[config.mk]
export PLATFORM = sky130hd
export DESIGN_NAME = top2_frame_ctrl
export DESIGN_NICKNAME = d
export VERILOG_FILES = /design/src/rtl/top2_pkg.sv /design/src/rtl/top2_tracker.sv /design/src/rtl/top2_frame_ctrl.sv
export SDC_FILE = /design/constraint.sdc
export NUM_CORES = 1
export LEC_CHECK = 0
export ABC_AREA = 0
export ABC_CLOCK_PERIOD_IN_PS = 2800
export CAP_MARGIN = 20
export CORE_UTILIZATION = 38
export DETAILED_ROUTE_END_ITERATION = 6
export PLACE_DENSITY = 0.67
export SETUP_SLACK_MARGIN = 0.15
export SYNTH_ARGS = -nofsm -noshare
export SYNTH_HDL_FRONTEND = slang
export SYNTH_SLANG_ARGS = --single-unit
[constraint.sdc]
create_clock -name clk -period 2.8 [get_ports clk]
set_input_delay 0.56 -clock clk [delete_from_list [all_inputs] [get_ports clk]]
set_output_delay 0.56 -clock clk [all_outputs]
set_load 0.01 [all_outputs]
[src/rtl/top2_pkg.sv]
// Shared types for the per-frame top-2 peak controller.
package top2_pkg;

    typedef enum logic [1:0] {
        IDLE = 2'd0,
        RUN  = 2'd1,
        HOLD = 2'd2
    } state_t;

endpackage

[src/rtl/top2_tracker.sv]
// Tracks largest and second-largest distinct unsigned values; result visible the cycle after upd.
// No backpressure: the caller gates upd; clr wins over a same-cycle upd.
module top2_tracker #(
    parameter int DATA_WIDTH = 32
) (
    input  logic                  clk,
    input  logic                  reset,
    input  logic                  clr,
    input  logic                  upd,
    input  logic [DATA_WIDTH-1:0] din,
    output logic [DATA_WIDTH-1:0] largest,
    output logic [DATA_WIDTH-1:0] second
);

    always_ff @(posedge clk or posedge reset) begin
        if (reset) begin
            largest <= '0;
            second  <= '0;
        end else if (clr) begin
            largest <= '0;
            second  <= '0;
        end else if (upd) begin
            if (din > largest) begin
                largest <= din;
                second  <= largest;
            end else if ((din > second) && (din < largest)) begin
                second <= din;
            end
        end
    end

endmodule

[src/rtl/top2_frame_ctrl.sv]
// Frames cfg_len samples and reports their top-2 values; result valid the cycle after the last accept.
// in_ready only while collecting; result held until out_ready, back-to-back start allowed on the handshake.
module top2_frame_ctrl
    import top2_pkg::*;
#(
    parameter int DATA_WIDTH = 32,
    parameter int LEN_WIDTH  = 8
) (
    input  logic                  clk,
    input  logic                  reset,
    input  logic                  start,
    input  logic [LEN_WIDTH-1:0]  cfg_len,
    input  logic                  abort,
    output logic                  busy,
    input  logic                  in_valid,
    output logic                  in_ready,
    input  logic [DATA_WIDTH-1:0] din,
    output logic                  out_valid,
    input  logic                  out_ready,
    output logic [DATA_WIDTH-1:0] out_largest,
    output logic [DATA_WIDTH-1:0] out_second
);

    state_t               state;
    state_t               state_nx;
    logic [LEN_WIDTH-1:0] count;
    logic [LEN_WIDTH-1:0] len;
    logic                 start_ok;
    logic                 accept;
    logic                 last;
    logic                 clr;
    logic                 upd;

    assign start_ok = start && (cfg_len != '0);
    assign accept   = in_valid && (state == RUN);
    assign last     = (count == len - LEN_WIDTH'(1));
    // A new frame opens from IDLE, or straight out of HOLD when the result is taken.
    assign clr      = start_ok && ((state == IDLE) || ((state == HOLD) && out_ready));
    assign upd      = accept && !abort;

    always_ff @(posedge clk or posedge reset) begin
        if (reset) begin
            state <= IDLE;
        end else begin
            state <= state_nx;
        end
    end

    always_comb begin
        state_nx = state;
        case (state)
            IDLE: if (start_ok) state_nx = RUN;
            RUN: begin
                if (abort) begin
                    state_nx = IDLE;
                end else if (accept && last) begin
                    state_nx = HOLD;
                end
            end
            HOLD: begin
                if (out_ready) begin
                    state_nx = start_ok ? RUN : IDLE;
                end
            end
            default: state_nx = IDLE;
        endcase
    end

    always_comb begin
        busy      = (state == RUN) || (state == HOLD);
        in_ready  = (state == RUN);
        out_valid = (state == HOLD);
    end

    always_ff @(posedge clk or posedge reset) begin
        if (reset) begin
            count <= '0;
            len   <= '0;
        end else if (clr) begin
            count <= '0;
            len   <= cfg_len;
        end else if (upd) begin
            count <= count + LEN_WIDTH'(1);
        end
    end

    top2_tracker #(
        .DATA_WIDTH(DATA_WIDTH)
    ) u_tracker (
        .clk     (clk),
        .reset   (reset),
        .clr     (clr),
        .upd     (upd),
        .din     (din),
        .largest (out_largest),
        .second  (out_second)
    );

endmodule

==> reports/results.ini, run 1 <==
[run_status]
status = finished clean

[sta]
fin_crit_sh_pct = 99.7
period_minus_slack_ns = 2.79
slew_headroom_pct = 31.4
setup_viol = 0
finClkSkew_ns = 0.0107
finalHoldViolations = 0
fmax_mhz = 358
rsz0062_at_grt = yes
slew_violations = 0
tightest_slew_ns = 1.03

[setup_path]
cp_data_required_time_ns = 3.06
end_kind = flop
path_class = input pin to flop
critical_path_arrival_ns = 3.05
path_max_fanout = 32
start_kind = input pin

[placement]
dpl-instance-area_sq_um = 8740
io_buffers = 112
place_congestion = 0.830
post-dp-hpwl_microns = 14400

[grt]
grt_pass1_wl_microns = 34500
globalRouteOverflowTotal = 0
antenna_found_initial = 1
grt_max_degree = 83
grt_pass1_vias = 6614
gr-usage-all-layers_pct = 26.4

[synth]
synth_area_leaders = dfrtp_1 (32%), ha_1 (14%), a221oi_2 (7.1%)
synthCells = 716
synth_seq_cells = 82
yosys_most_used_dff = dfrtp_1
netlist_area_sq_um = 6320
syn_avg_cell_area_sq_um = 8.82
synth_top_area_cell = dfrtp_1
synth-async-reset-ratio_pct = 100
yosysTopAreaCellShare_pct = 32.5
ys_types = 53
synth_commonest_cells = nand2_1 (88), dfrtp_1 (82), inv_1 (71), ha_1 (70), a21oi_1 (61)
seq_area_frac_synth_pct = 32.5
yosysWarningCount = 0
synth_edf_count = 0
synth_fp_nets = 832
yosysMostFrequentCell = nand2_1

[routing]
post_drt_wl_per_cell_microns = 19.3
ant_nets = 0
drc_errors = 0
viasPerCell = 5.70
wirelength_microns = 22700
drt_iter0_markers = 382
vias = 6684
firstDrtPassIters = 5

[floorplan]
die_area_sq_um = 17100
num_io_pins = 113
coreArea_sq_um = 16100
start_util_pct = 39.3
fp.dieH_microns = 131
placementRows = 46
die_x_microns = 131

[clock_network]
cts_tree = done
clkSinkCount = 82
clk_pin_slew_worst_paths_ns = 0.07
numCtsBuffers = 9
cts_hold_buf = 0
clock_latency_ns = 0.36
cts_max_level = 3
clockBufferDepth = 2
cts_root_buf = clkbuf_16

[final_layout]
drive_above_1_share_pct = 37.0
nets = 1067
final_area_sq_um = 10200
area_growth_pct = 61.5

[flow_run]
max_cap_viol_count = 0

[pwr]
static-leakage-power_uw = 0.00416
vdd_drop_max_v = 0.000478
power.total_uw = 7860
powerDensity_nw_per_um2 = 770

[min_path]
hold_path.class = input pin to flop

## registers in the layout, indices dropped and copies added, names as in the netlist
signal	cells
count	8
state	2
u_tracker.largest	32
len	8
u_tracker.second	32
## cell families (layout without fill, tap and decap cells)
logic type	Yosys count	after routing	synth area share [%]
compound gates	206	206	27.0
xor+xnor	15	15	2.08
fa+ha+maj	70	70	13.9
buf+inv	118	358	7.61
flops	82	82	32.5
mux	8	8	1.41
other cells	0	1	0
simple gates	217	217	15.5
## area by class of cell
type,instances,area [sq um]
fill,1286,5860
multi-input combinational,516,4680
timing repair buffer,271,2600
sequential,82,2050
inverter,71,270
tap,216,270
clock buffer,11,253
clock inverter,5,62.6
antenna,1,2.50
## placed cells by master, fill, tap and decap left out, drive strengths merged, types with 13 or more instances in the layout
cell type	instances
inv	70
o21ai	14
clkdlybuf4s50	80
nand2	89
clkbuf	20
dfrtp	82
dlygate4sd2	13
nor2	48
o22a	32
nand4	17
ha	70
a221oi	32
nand3	34
buf	161
o221ai	33
a21oi	61
## metrics by stage
stage | hold slack [ns] | cells | TNS [ns] | setup slack, ns | utilization [%]
6_report | 0.532 | 1173 | 0 | 0.00901 | 63.5
4_1_cts | 0.533 | 1153 | 0 | 0.132 | 60.5
3_3_place_gp | 0.514 | 1103 | -38.00 | -0.801 | 54.4
2_1_floorplan | 0.497 | 716 | 0 | 0.00927 | -
3_5_place_dp | 0.519 | 1103 | -36.95 | -0.740 | 54.4
5_1_grt | 0.539 | 1173 | -0.628 | -0.0537 | 63.5
## path summary, 6_finish.rpt
check	slack (ns)	to	from	depth (start not counted)
worst min-delay path	0.53	u_tracker.largest[21]	din[21]	3
worst max register to register	0.03	u_tracker.second[13]	u_tracker.largest[10]	13
worst max-delay path	0.009	u_tracker.second[13]	din[26]	10
max in group asynchronous	1.74	u_tracker.largest[28]	reset	3
worst min register to register	0.53	len[7]	len[7]	1
min in group asynchronous	0.68	u_tracker.largest[7]	reset	3
## report_power, final
part | switching (uW) | internal (uW)
clock network | 550 | 744
registers | 386 | 1530
logic | 2240 | 2410
total | 3180 | 4680
## layer usage
layer	track usage [%]	up-vias	share of wire [%]
met2	44.9	259	50
met1	33.2	3266	42
met4	9.74	0	2.0
met3	4.97	41	5.9
met5	0	-	0
li1	-	3118	-
## worst max-delay path: stages
cell and delay [ns]:
dlygate4sd2_1 0.24, ha_1 0.29, nand4_1 0.21, or4_4 0.59
or2_4 0.27, buf_4 0.14, buf_12 0.17, nand3_1 0.11
o221ai_2 0.12, a221oi_4 0.33
## what timing repair did
action | CTS | global route
setup buffers | 30 | 16
endpoints found under the hold margin | 0 | 0
gates resized for setup | 135 | 63
cloned | 4 | 3
pin swaps | 66 | 45
setup endpoints to repair | 64 | 64
No activity file was read; power rests on OpenSTA's default activity.
==> inputs of run 2 (changes only) <==
CORE_MARGIN = 2   (was default)
CORE_UTILIZATION = 45   (was 38)
PLACE_DENSITY = 0.77   (was 0.67)
==> reports/results.ini, run 2 (synthesis results as in run 1) <==
[grt]
grt_max_degree = 39
grt_pass1_vias = 7124
gr-usage-all-layers_pct = 31.2
antenna_found_initial = 0
globalRouteOverflowTotal = 0
grt_pass1_wl_microns = 36100

[setup_path]
cp_data_required_time_ns = 3.05
path_max_fanout = 7
critical_path_arrival_ns = 3.10
end_kind = flop
start_kind = input pin
path_class = input pin to flop

[floorplan]
placementRows = 43
die_area_sq_um = 15000
num_io_pins = 113
start_util_pct = 45.9
die_x_microns = 122
coreArea_sq_um = 13800
fp.dieH_microns = 122

[sta]
fmax_mhz = 351
rsz0062_at_grt = yes
finalHoldViolations = 0
fin_crit_sh_pct = 102
slew_violations = 0
slew_headroom_pct = 27.8
setup_viol = 8
layout_setup_ws_ns = -0.0491
tightest_slew_ns = 1.08
period_minus_slack_ns = 2.85
finClkSkew_ns = 0.00736

[clock_network]
numCtsBuffers = 9
clkSinkCount = 82
clockBufferDepth = 2
cts_hold_buf = 0
clock_latency_ns = 0.36
cts_tree = done
clk_pin_slew_worst_paths_ns = 0.06
cts_root_buf = clkbuf_16
cts_max_level = 3

[final_layout]
antenna_cells = 0
nets = 1055
mostFrequentLayoutCells = buf_4 (111), nand2_1 (87), dfrtp_1 (81)
layout_commonest_cell = buf_4
final_area_sq_um = 9950
drive_above_1_share_pct = 35.5
final_util_pct = 72.2
top_regs = u_tracker.largest x32, u_tracker.second x32
fillCellCount = 901
area_growth_pct = 57.5

[pwr]
clockPowerShare_pct = 14.9
powerDensity_nw_per_um2 = 768
swShare_pct = 41.5
p_comb_share_pct = 59.6
vdd_drop_max_v = 0.000506
p_sw_uw = 3170
static-leakage-power_uw = 0.00408
pwr-share-seq_pct = 25.5
internal_power_uw = 4470

[run_status]
status = finished, violations left
violations = setup timing

[routing]
vias = 7107
wirelength_microns = 24500
firstDrtPassIters = 6
ant_nets = 0
post_drt_wl_per_cell_microns = 21.8
drt_iter0_markers = 729
viasPerCell = 6.32
drc_errors = 0

[placement]
place_congestion = 0.943
io_buffers = 112
dpl-instance-area_sq_um = 8610
post-dp-hpwl_microns = 15200

[flow_run]
max_cap_viol_count = 0

[min_path]
hold_path.class = flop to flop

[run 2: cell types whose count changed in the layout (fill, tap and decap cells not counted), sizes merged]
cell           before  now
buf               161  154
bufbuf              0    1
clkinvlp            3    1
clkbuf             20   16
dlygate4sd2        13    9
diode               1    0
bufinv              1    0
clkinv              2    3
clkdlybuf4s15       8   12
[run 2: layer usage]
metal,wire [microns],part of all wire [%],track usage (%),up-vias
met5,0,0,0,-
met4,1500,6.1,19.5,0
met3,1920,7.8,7.06,132
met2,11900,49,52.4,405
met1,9190,37,35.8,3484
li1,-,-,-,3086
[run 2: power groups by stage]
stage,Clock (uW),Sequential (uW),Combinational (uW)
after floorplan,0,2010,2110
after global placement,0,1960,3560
after detailed placement,0,1980,3700
after CTS,1120,1930,4160
after global routing,1180,1980,4890
final,1130,1950,4560
[run 2: timing repair]
item                       in CTS  in global routing
pin swaps                      49                 25
setup endpoints to repair      64                 64
resized for setup             141                 60
setup buffers                  35                 12
gates cloned                    3                  2
[run 2: final cells by class]
cell class                 count  area, sq um  area share (%)
clock buffer                  13          250            2.52
timing repair buffer         259         2520            25.3
multi-input combinational    516         4610            46.4
tap                          180          225            2.26
clock inverter                 3         15.0           0.151
sequential                    82         2050            20.6
inverter                      71          270            2.72
[run 2: worst max-delay path, stage by stage]
cell and delay, ns:
dlygate4sd2_1 0.27, buf_4 0.17, ha_1 0.31, nand4_1 0.18, o221ai_2 0.15, a2111o_1 0.40, o211ai_1 0.36, nand2_4 0.21
buf_8 0.19, a221oi_2 0.29
[run 2: final timing paths]
path | start | to | slack [ns] | cells past startpoint
setup reg to reg | u_tracker.largest[12] | u_tracker.second[9] | -0.04 | 10
min in group asynchronous | reset | count[3] | 0.64 | 2
hold reg to reg | len[7] | len[7] | 0.53 | 1
setup / recovery | din[23] | u_tracker.second[9] | -0.05 | 10
hold / removal | len[7] | len[7] | 0.53 | 1
max in group asynchronous | reset | u_tracker.largest[25] | 1.48 | 3
[run 2: metrics by stage]
step / setup slack, ns / power, uW / setup TNS [ns] / std cells / hold WS [ns]
3_3_place_gp: -0.589 / 5520 / -34.69 / 1056 / 0.512
6_report: -0.0491 / 7640 / -0.131 / 1124 / 0.527
4_1_cts: 0.0937 / 7210 / 0 / 1110 / 0.530
3_5_place_dp: -0.755 / 5680 / -39.95 / 1056 / 0.516
5_1_grt: -0.153 / 8050 / -3.42 / 1124 / 0.555
2_1_floorplan: 0.00927 / 4110 / 0 / 716 / 0.497
